--- config.mk ---
export PLATFORM = sky130hd
export DESIGN_NAME = fpu_int2fp
export DESIGN_NICKNAME = d
export VERILOG_FILES = /design/src/rtl/fpu_pkg.sv /design/src/rtl/fpu_int2fp.sv
export SDC_FILE = /design/constraint.sdc
export NUM_CORES = 1
export LEC_CHECK = 0
export ABC_AREA = 1
export CORE_AREA = 2 2 90 92
export CTS_BUF_LIST = sky130_fd_sc_hd__clkbuf_8
export CTS_CLUSTER_DIAMETER = 200
export DETAILED_ROUTE_END_ITERATION = 10
export DIE_AREA = 0 0 92 94
export PLACE_DENSITY = 0.92
export SYNTH_ARGS = -nofsm -noshare
export SYNTH_HDL_FRONTEND = slang
export SYNTH_SLANG_ARGS = --single-unit
--- constraint.sdc ---
create_clock -name clock -period 1.78 [get_ports clock]
set_input_delay 0.445 -clock clock [delete_from_list [all_inputs] [get_ports clock]]
set_output_delay 0.445 -clock clock [all_outputs]
set_load 0.03 [all_outputs]
--- src/rtl/fpu_pkg.sv ---
// ============================================================================
// Module      : fpu_pkg
// Description : Shared constants and types for the custom 32-bit float format.
// Revision    : 1.0 - initial release
// ============================================================================
`default_nettype none

package fpu_pkg;

    localparam int BIAS   = 31;
    localparam int EXP_W  = 6;
    localparam int MANT_W = 25;

    localparam logic [3:0] ST_EXACT   = 4'b0001;
    localparam logic [3:0] ST_INEXACT = 4'b1111;
    localparam logic [3:0] ST_OVF     = 4'b0011;
    localparam logic [3:0] ST_UNF     = 4'b0111;

    typedef enum logic [1:0] {
        IDLE = 2'd0,
        NORM = 2'd1,
        PACK = 2'd2
    } int2fp_state_t;

endpackage

`default_nettype wire

--- src/rtl/fpu_int2fp.sv ---
// ============================================================================
// Module      : fpu_int2fp
// Description : Sequential int32 -> custom float converter, one normalising
//               left shift per cycle, truncating rounding.
// Revision    : 1.0 - initial release
// ============================================================================
`default_nettype none

module fpu_int2fp
    import fpu_pkg::*;
(
    input  logic        clock,
    input  logic        reset,
    input  logic        start,
    input  logic [31:0] int_in,
    output logic        busy,
    output logic        done,
    output logic [31:0] data_out,
    output logic [3:0]  status_out
);

    int2fp_state_t            r_state;
    int2fp_state_t            w_state_nxt;
    logic                     r_sign;
    logic [31:0]              r_mag;
    logic signed [EXP_W-1:0]  r_exp;
    logic                     r_done;
    logic [31:0]              r_data;
    logic [3:0]               r_status;

    logic [31:0]              w_abs;
    logic [EXP_W-1:0]         w_exp_biased;
    logic [MANT_W-1:0]        w_frac;
    logic                     w_inexact;
    logic                     w_zero;
    logic [31:0]              w_packed;
    logic [3:0]               w_status;

    // Two's-complement negate; 0x80000000 wraps to itself, which is the
    // correct unsigned magnitude.
    assign w_abs = int_in[31] ? (~int_in + 32'd1) : int_in;

    always_comb begin
        w_state_nxt = r_state;
        case (r_state)
            IDLE: begin
                if (start) begin
                    w_state_nxt = (int_in == 32'd0) ? PACK : NORM;
                end
            end
            NORM: begin
                if (r_mag[31]) begin
                    w_state_nxt = PACK;
                end
            end
            PACK:    w_state_nxt = IDLE;
            default: w_state_nxt = IDLE;
        endcase
    end

    always_ff @(posedge clock) begin
        if (reset) begin
            r_state <= IDLE;
        end else begin
            r_state <= w_state_nxt;
        end
    end

    // A zero operand reaches PACK with the MSB still clear.
    assign w_zero       = ~r_mag[31];
    assign w_exp_biased = EXP_W'(r_exp) + EXP_W'(BIAS);
    assign w_frac       = r_mag[30:6];
    assign w_inexact    = |r_mag[5:0];
    assign w_packed     = w_zero ? 32'd0 : {r_sign, w_exp_biased, w_frac};
    assign w_status     = (w_inexact && !w_zero) ? ST_INEXACT : ST_EXACT;

    always_ff @(posedge clock) begin
        if (reset) begin
            r_sign   <= 1'b0;
            r_mag    <= 32'd0;
            r_exp    <= '0;
            r_done   <= 1'b0;
            r_data   <= 32'd0;
            r_status <= 4'b0000;
        end else begin
            r_done <= 1'b0;
            case (r_state)
                IDLE: begin
                    if (start) begin
                        r_sign <= int_in[31];
                        r_mag  <= w_abs;
                        r_exp  <= EXP_W'(31);
                    end
                end
                NORM: begin
                    if (!r_mag[31]) begin
                        r_mag <= {r_mag[30:0], 1'b0};
                        r_exp <= r_exp - EXP_W'(1);
                    end
                end
                PACK: begin
                    r_data   <= w_packed;
                    r_status <= w_status;
                    r_done   <= 1'b1;
                end
                default: ;
            endcase
        end
    end

    assign busy       = (r_state != IDLE);
    assign done       = r_done;
    assign data_out   = r_data;
    assign status_out = r_status;

endmodule

`default_nettype wire

==> summary.txt, run 1 <==
Post-placement cell area - 5219 um^2
Aggregate global routing overflow - 0
Flops & latches, synth - 76
Total global routing track utilization - 29.22%
Vias in the first global route - 4,319
IO Count - 73
Worst Clk Skew - 0.008341 ns
Number of buffers inserted during clock tree synthesis - 9
P&R area growth vs syn - 37.24%
Number of antenna-violating nets in the routed design - 0
Total half-perimeter wirelength after legalization and detailed placement - 9192 um
Type of element capturing the critical path - output pin
Tightest Hold Check Type - flip-flop to flip-flop
Critical path's largest stage delay - 0.40 ns
Final-layout fill cell count - 635
Slew HR - 74.89%
Number of cells produced by synthesis - 606
Number of distinct library cells after synthesis - 36
Nets in the synthesized netlist - 643
Worst reg2reg path startpoint - r_state[0]
Fraction of registers with async set or reset after synthesis - 0%
Final wirelength - 12,610 um
Total number of vias - 4,547
DRT iter0 DRCs - 239
Predominant post-synthesis flop cell - dfxtp_1
Avg Cell Area, Syn - 6.626 um^2
Count of max-cap constraint violations - 0
Actual slew at the worst max-slew pin - 0.3766 ns
WL per Instance - 15.17 um
# rows - 32
Part of the Yosys area used for sequential elements - 37.89%
Cell with the largest stage delay on the worst path - dlygate4sd2_1
Kind of start point of the critical path - flip-flop
Deepest level of the CTS H-tree - 3
Number of nets in the finished design - 761
Most common cell after layout, fill and taps aside - nand2_1
Synthesis warning total - 0
Number of hold buffers added after cts - 0
Beginning of the critical path - r_state[1]
Start point of the worst min-delay path - status_out[0]
EDFF count, synth - 0
Total Neg Setup Slack - 0 ns
Req. time, crit path - 1.33 ns
Ratio of total power to cell area - 785.7 nW/um^2
Initial antenna violation count - 0
Result of the run - finished clean
Cell leakage power - 0.002460 uW
Path type of the worst setup path - flip-flop to output pin
Maximum clock insertion buffer count - 2
Floorplan Core Area - 7607 um^2
Period minus WS final - 1.725 ns
Avg Vias per Cell - 5.472
Top cell type's share of synthesized area - 37.89%
Number of buffers inserted by port buffering - 72
Final critical-path share of the clock period - 96.90%
Iteration count of the initial detailed-routing pass - 7
Die height - 94 um
Cells taking the most area after synthesis - dfxtp_1 (38%), nand2_1 (14%), a21oi_1 (12%)
Setup violators final - 0
Cell area after synthesis - 4015 um^2
Clock-pin transition on the worst setup and hold timing paths - 0.08 ns
Latest clock arrival within the worst-skew pair - 0.35 ns
Share of the core filled with cells - 72.43%
Critical Path, Cell by Cell - inv_2 -> nand2_2 -> dlygate4sd2_1
Finished Cell Area - 5510 um^2
CTS tree - done
Critical path arrival - 1.28 ns
Overall die area - 8648 um^2
Chip width - 92 um
Most frequent cells in the layout - nand2_1 (145), a21oi_1 (100), dfxtp_1 (76)
Initial standard-cell utilization of the core - 52.78%
Final hold violation count - 0
Antenna cells - 0
Count of final max-slew check failures - 0
Crit path max fanout - 3
Wire length of the first global-routing pass - 20,230 um
Maximum number of pins on one net before global-route repair - 45
DRC violation count after routing - 0
Fmax - 579.8 MHz
Clock Root Buffer - clkbuf_8
Leading area contributor after synthesis - dfxtp_1
Proportion of layout cells with a drive suffix above 1 - 17.42%
Clk sinks - 76
Peak supply drop - 0.5781 mV
Placer congestion estimate - 0.9887
==> stage by stage <==
| step | instances | worst slack, ns | total power, uW | hold slack [ns] |
|---|---|---|---|---|
| after floorplan | 606 | 0.2680 | 2555 | 0.4392 |
| after global placement | 813 | -0.3508 | 2923 | 0.4388 |
| after detailed placement | 813 | -0.4227 | 2963 | 0.4459 |
| after CTS | 829 | -0.06528 | 4302 | 0.4607 |
| after global routing | 831 | -0.02670 | 4525 | 0.4817 |
| final | 831 | 0.05526 | 4329 | 0.4579 |
==> synth_stat cells, types with 3 or more instances <==
| cell | n |
|---|---|
| nand4_1 | 5 |
| buf_6 | 3 |
| nand2_1 | 152 |
| nand3b_1 | 5 |
| buf_2 | 10 |
| o21ai_1 | 17 |
| buf_4 | 5 |
| a21oi_1 | 100 |
| nor2_1 | 53 |
| inv_2 | 5 |
| clkbuf_1 | 15 |
| inv_1 | 42 |
| nor2_2 | 5 |
| xor2_1 | 3 |
| nand3_1 | 51 |
| o211ai_1 | 5 |
| o21ai_0 | 32 |
| dfxtp_1 | 76 |
==> what timing repair did <==
item,in CTS,in global routing
pin swaps,0,4
gates resized for setup,37,36
hold endpoints to repair,0,0
setup buffers,0,2
setup endpoints to repair,41,22
==> logic make-up after synthesis <==
logic type	count (synthesis)	synth area share, %
xor gates and xnor gates	4	0.8727
adders and majority gates	2	0.6231
and+or+nand+nor	283	30.85
DFF	76	37.89
AOI/OAI and AO/OA	160	20.85
buffers and inverters	81	8.912
==> power by group <==
group	switching [uW]	internal, uW
logic	603	430
registers	102	1830
clock network	647	715
total	1350	2980
==> path summary, 6_finish.rpt <==
check	end	cells past startpoint	slack, ns
worst max-delay path	busy	3	0.06
worst min-delay path	status_out[0]	2	0.46
worst max register to register	r_mag[8]	8	0.25
worst min register to register	status_out[0]	2	0.46
==> worst max-delay path, delay by kind of cell, from the launching register on <==
kind	cells	cell delay, ns
buffers and inverters	2	0.47
flip-flops	1	0.36
AND/OR/NAND/NOR	1	0.10
==> sequential cells by signal, indices dropped and copies added (netlist names) <==
signal and count:
status_out 2, r_sign 1, r_exp 6, done 1, r_state 2, data_out 32
r_mag 32
==> layer usage <==
| metal | vias to the layer above | wire length, um | GRT usage, % |
|---|---|---|---|
| met3 | 18 | 678 | 5.538 |
| met5 | - | 0 | 0 |
| met4 | 0 | 173 | 8.333 |
| met2 | 163 | 6316 | 52.45 |
| met1 | 2124 | 5439 | 35.70 |
| li1 | 2242 | - | - |
==> area by class of cell <==
class                           count  area (um^2)  area share, %
Clock inverter                      5        51.30         0.9310
Multi-Input combinational cell    449         2243          40.71
Clock buffer                       11        151.4          2.748
Timing Repair Buffer              140         1235          22.41
Inverter                           48        180.2          3.270
Tap cell                          102        127.6          2.316
Sequential cell                    76         1521          27.61
(Power assumes the default switching activity.)
==> run 2: changes to the inputs <==
Settings changed: PLACE_DENSITY 0.92 to 0.84.
Clock period 1.78 ns to 1.7 ns, I/O delays scaled along.
==> run 2 against run 1 <==
  * Clock-buffer cell count fell by 1
  * Via count fell by 0.62%
  * Combinational power rose by 7%
  * Critical path depth rose by 6
  * Sequential power rose by 5%
  * Register-to-register slack got worse by 0.12 ns
  * Critical path type is now input port to flip-flop
  * Critical endpoint is now r_mag[24]
==> summary.txt, run 2 (synthesis gave the netlist of run 1 again) <==
Hold Crit Depth - 3
Count of max-cap constraint violations - 0
Peak supply drop - 0.4861 mV
R2r setup slk - 0.13 ns
Final critical-path share of the clock period - 96.56%
Final-layout fill cell count - 637
Fmax - 609.2 MHz
Number of hold buffers added after cts - 0
Clock-pin transition on the worst setup and hold timing paths - 0.09 ns
Floorplan Core Area - 7607 um^2
Placer congestion estimate - 0.8892
Final wirelength - 12,750 um
Beginning of the critical path - int_in[1]
CP top delay family - simple AND/OR/NAND/NOR gates
Slew HR - 72.57%
Final hold violation count - 0
Critical path's largest stage delay - 0.44 ns
# rows - 32
Result of the run - finished clean
Die height - 94 um
CTS tree - done
Critical path arrival - 1.92 ns
IO Count - 73
Avg Vias per Cell - 5.438
Worst Clk Skew - 0.009570 ns
Clock Root Buffer - clkbuf_8
Maximum clock insertion buffer count - 2
Initial antenna violation count - 0
Capture point of the worst path - r_mag[24]
Actual slew at the worst max-slew pin - 0.4115 ns
Setup violators final - 0
Deepest level of the CTS H-tree - 3
Type of element capturing the critical path - flip-flop
Most frequent cells in the layout - nand2_1 (143), a21oi_1 (98), dfxtp_1 (76)
Wire length of the first global-routing pass - 20,090 um
Cell leakage power - 0.002467 uW
Proportion of layout cells with a drive suffix above 1 - 19.20%
Total half-perimeter wirelength after legalization and detailed placement - 9294 um
Count of final max-slew check failures - 0
Clk sinks - 76
R2R Path End - r_exp[5]
Antenna cells - 0
Chip width - 92 um
Most common cell after layout, fill and taps aside - nand2_1
P&R area growth vs syn - 38.64%
Ratio of total power to cell area - 827.2 nW/um^2
Total global routing track utilization - 29.45%
RSZ-0062 raised after global routing - true
Number of nets in the finished design - 761
Total number of vias - 4,519
Latest clock arrival within the worst-skew pair - 0.36 ns
Vias in the first global route - 4,339
Crit path max fanout - 5
Number of antenna-violating nets in the routed design - 0
Critical Path, Cell by Cell - clkdlybuf4s50_1 -> inv_2 -> ha_4 -> nand3_4 -> nor2_4 -> nand4_1 -> nand3_1 -> nand3_1 -> a21oi_2
Crit-path most repeated cell - nand3_1
DRT iter0 DRCs - 191
Number of buffers inserted by port buffering - 72
Path type of the worst setup path - input port to flip-flop
Aggregate global routing overflow - 0
WL per Instance - 15.34 um
Instance count after placement with tap cells included - 815
Maximum number of pins on one net before global-route repair - 36
Tightest Hold Check Type - input port to flip-flop
Iteration count of the initial detailed-routing pass - 5
Initial standard-cell utilization of the core - 52.78%
Worst reg2reg path startpoint - r_state[0]
Final-layout worst hold slack - 0.4251 ns
Number of buffers inserted during clock tree synthesis - 9
Total Neg Setup Slack - 0 ns
Final cell count without fillers - 831
Path length in cells of the critical path - 9
Period minus WS final - 1.641 ns
Overall die area - 8648 um^2
Bufs and invs on worst path - 2
Worst Reg2Reg Path Length in Cells - 6
DRC violation count after routing - 0
Cell with the largest stage delay on the worst path - clkdlybuf4s50_1
Kind of start point of the critical path - input port
Req. time, crit path - 1.98 ns
==> run 2: cell count changes in the layout (fill, tap and decap cells not counted), sizes merged <==
cell,delta
buf,+1
clkbuf,-1
clkdlybuf4s50,-1
clkinv,+1
clkinvlp,-1
inv,+1
==> run 2: worst reg2reg max path: stages (launching register included) <==
cell	delay (ns)
dfxtp_1	0.44
nand2_4	0.16
nor2_8	0.14
buf_4	0.25
inv_1	0.16
or2_1	0.25
a21oi_1	0.12
==> run 2: area by class of cell <==
type                            count  area, um^2  area share (%)
Multi-Input combinational cell    449        2272           40.82
Sequential cell                    76        1521           27.33
Timing Repair Buffer              140        1257           22.59
Inverter                           48       180.2           3.237
Clock buffer                       10       137.6           2.472
Tap cell                          102       127.6           2.293
Clock inverter                      6       70.07           1.259
==> run 2: power by group <==
part	total, uW	leakage [uW]	switching [uW]	internal [uW]
logic	1100	0.00174	632	463
clock network	1480	0.000107	748	732
registers	2030	0.000622	111	1920
==> run 2: routing by layer <==
metal | up-vias | global-route usage (%) | part of all wire [%]
met4 | 0 | 10.82 | 1.7
li1 | 2239 | - | -
met3 | 18 | 5.136 | 5.5
met1 | 2095 | 37.20 | 44
met5 | - | 0 | 0
met2 | 167 | 50.49 | 49
==> run 2: worst min-delay path by stage <==
stage                        startpoint            end  slack [ns]
final                         int_in[0]       r_mag[0]        0.43
after global routing          int_in[0]       r_mag[0]        0.43
after CTS                  data_out[17]   data_out[17]        0.46
after detailed placement   data_out[17]   data_out[17]        0.45
after global placement    status_out[0]  status_out[0]        0.44
after floorplan                  r_sign         r_sign        0.44
==> run 2: stage by stage <==
step	total power, uW	cell area [um^2]	utilization [%]	setup WS (ns)
2_1_floorplan	2675	4015	-	0.2080
3_3_place_gp	3082	5256	69.10	-0.4117
3_5_place_dp	3112	5256	69.10	-0.4357
4_1_cts	4570	5445	71.58	0.02458
5_1_grt	4799	5567	73.17	-0.03472
6_report	4605	5567	73.17	0.05850
==> run 2: timing repair <==
action	CTS	global route
gates cloned	0	0
setup buffers	0	0
endpoints found under the setup margin	46	22
gates resized for setup	43	43
pin swaps	1	7
==> run 3: changes to the inputs <==
Settings changed: MAX_ROUTING_LAYER from default to met4.
==> run 3 against run 2 <==
  * Clock power is 11% higher
  * Setup slack got worse by 0.023 ns
  * Die area stayed put
  * Critical path depth unchanged
  * First-iteration DRC count rose by 12%
  * Register-to-register slack is essentially flat
  * Core utilization is 1.3 points higher
  * Wire length shrank 0.53%
  * Critical endpoint is now r_mag[6]
  * Highest routed layer unchanged
==> summary.txt, run 3 (synthesis gave the netlist of run 1 again) <==
Result of the run - finished clean
Req. time, crit path - 2.01 ns
Total number of vias - 4,486
Placer congestion estimate - 0.9305
Proportion of layout cells with a drive suffix above 1 - 20.00%
# rows - 32
R2r setup slk - 0.12 ns
Worst Clk Skew - 0.01195 ns
Actual slew at the worst max-slew pin - 0.3931 ns
Total power consumption of the routed design - 4803 uW
Count of max-cap constraint violations - 0
Floorplan Core Area - 7607 um^2
Number of buffers inserted during clock tree synthesis - 9
Peak supply drop - 0.4694 mV
Clock Root Buffer - clkbuf_8
Slew HR - 73.79%
Highest routed layer - met4
Final wirelength - 12,680 um
Total half-perimeter wirelength after legalization and detailed placement - 9143 um
Hold Crit Depth - 3
Clk sinks - 76
Antenna cells - 0
Aggregate global routing overflow - 0
Ratio of total power to cell area - 848.1 nW/um^2
Final hold violation count - 0
CTS tree - done
P&R area growth vs syn - 41.04%
Avg Vias per Cell - 5.360
Maximum number of pins on one net before global-route repair - 36
Number of nets in the finished design - 767
Worst Reg2Reg Path Length in Cells - 6
Most frequent cells in the layout - nand2_1 (144), a21oi_1 (98), dfxtp_1 (76)
Instance count after placement with tap cells included - 820
Deepest level of the CTS H-tree - 3
Count of final max-slew check failures - 0
Type of element capturing the critical path - flip-flop
Vias in the first global route - 4,238
DRT iter0 DRCs - 213
Met1 Routed Length - 5624 um
Wire length of the first global-routing pass - 20,290 um
Cell leakage power - 0.002481 uW
DRC violation count after routing - 0
Fmax - 600.8 MHz
Kind of start point of the critical path - input port
Number of buffers inserted by port buffering - 72
Final critical-path share of the clock period - 97.90%
Critical path arrival - 1.97 ns
Final cell count without fillers - 837
Initial standard-cell utilization of the core - 52.78%
RSZ-0062 raised after global routing - true
Period minus WS final - 1.664 ns
Tightest Hold Check Type - input port to flip-flop
Iteration count of the initial detailed-routing pass - 4
WL met3 - 641 um
Crit path max fanout - 5
Most common cell after layout, fill and taps aside - nand2_1
IO Count - 73
Die height - 94 um
WL per Instance - 15.15 um
Setup violators final - 0
Overall die area - 8648 um^2
Met2 layer wire length in the routed design - 6174 um
Chip width - 92 um
Total global routing track utilization - 30.55%
Latest clock arrival within the worst-skew pair - 0.37 ns
Clock-pin transition on the worst setup and hold timing paths - 0.09 ns
Maximum clock insertion buffer count - 2
Number of antenna-violating nets in the routed design - 0
Initial antenna violation count - 0
Path type of the worst setup path - input port to flip-flop
## run 3: changes by cell type in the layout (fill, tap and decap cells not counted), moves of 2 or more
| cell | previous run | this run |
|---|---|---|
| buf_12 | 5 | 8 |
| buf_4 | 64 | 67 |
| clkdlybuf4s50_1 | 29 | 32 |
| dlymetal6s2s_1 | 5 | 2 |
| clkinv_4 | 2 | 0 |
| nor2_2 | 16 | 18 |
## run 3: repair_timing
action / in CTS / in global routing
pin swaps: 0 / 5
endpoints found under the hold margin: 0 / 0
resized for setup: 46 / 36
setup endpoints to repair: 51 / 25
buffers inserted: 0 / 1
hold buffers: 0 / 0
## run 3: path summary, 6_finish.rpt
check,start,endpoint
max,int_in[1],r_mag[6]
min,int_in[0],r_mag[0]
max reg2reg,r_state[0],r_exp[5]
min reg2reg,data_out[16],data_out[16]
## run 3: layer usage
layer,vias to the layer above,track usage [%]
li1,2257,-
met1,2068,36.93
met2,141,51.47
met3,20,5.538
met4,0,10.95
met5,-,-
## run 3: metrics by stage
stage | setup TNS (ns) | instance area, um^2 | worst slack [ns] | util, % | hold WS [ns]
after floorplan | 0 | 4015 | 0.2080 | - | 0.4392
after global placement | -9.643 | 5331 | -0.4448 | 70.08 | 0.4405
after detailed placement | -10.93 | 5331 | -0.4836 | 70.08 | 0.4544
after CTS | -0.005813 | 5548 | -0.005813 | 72.93 | 0.4647
after global routing | -0.1353 | 5663 | -0.02518 | 74.44 | 0.4225
final | 0 | 5663 | 0.03562 | 74.44 | 0.4090
## run 3: layout make-up
cell class | instances | area [um^2]
multi-input combinational | 449 | 2272
sequential | 76 | 1521
inverter | 48 | 180.2
timing repair buffer | 146 | 1333
clock inverter | 7 | 105.1
tap | 102 | 127.6
fill | 617 | 1944
clock buffer | 9 | 123.9
## run 3: critical path, cell delays in order
cell and delay (ns):
clkdlybuf4s50_1 0.45, inv_2 0.09, ha_4 0.15, nand3_4 0.12, buf_4 0.16, buf_4 0.13, o211ai_1 0.14, nand3_1 0.15
a21oi_2 0.15
## run 3: power by group
group	leakage [uW]	switching, uW	total, uW	internal (uW)
sequential	0.000622	113	2030	1920
combinational	0.00175	640	1130	489
clock	0.000113	790	1640	853
total	0.00248	1540	4800	3260
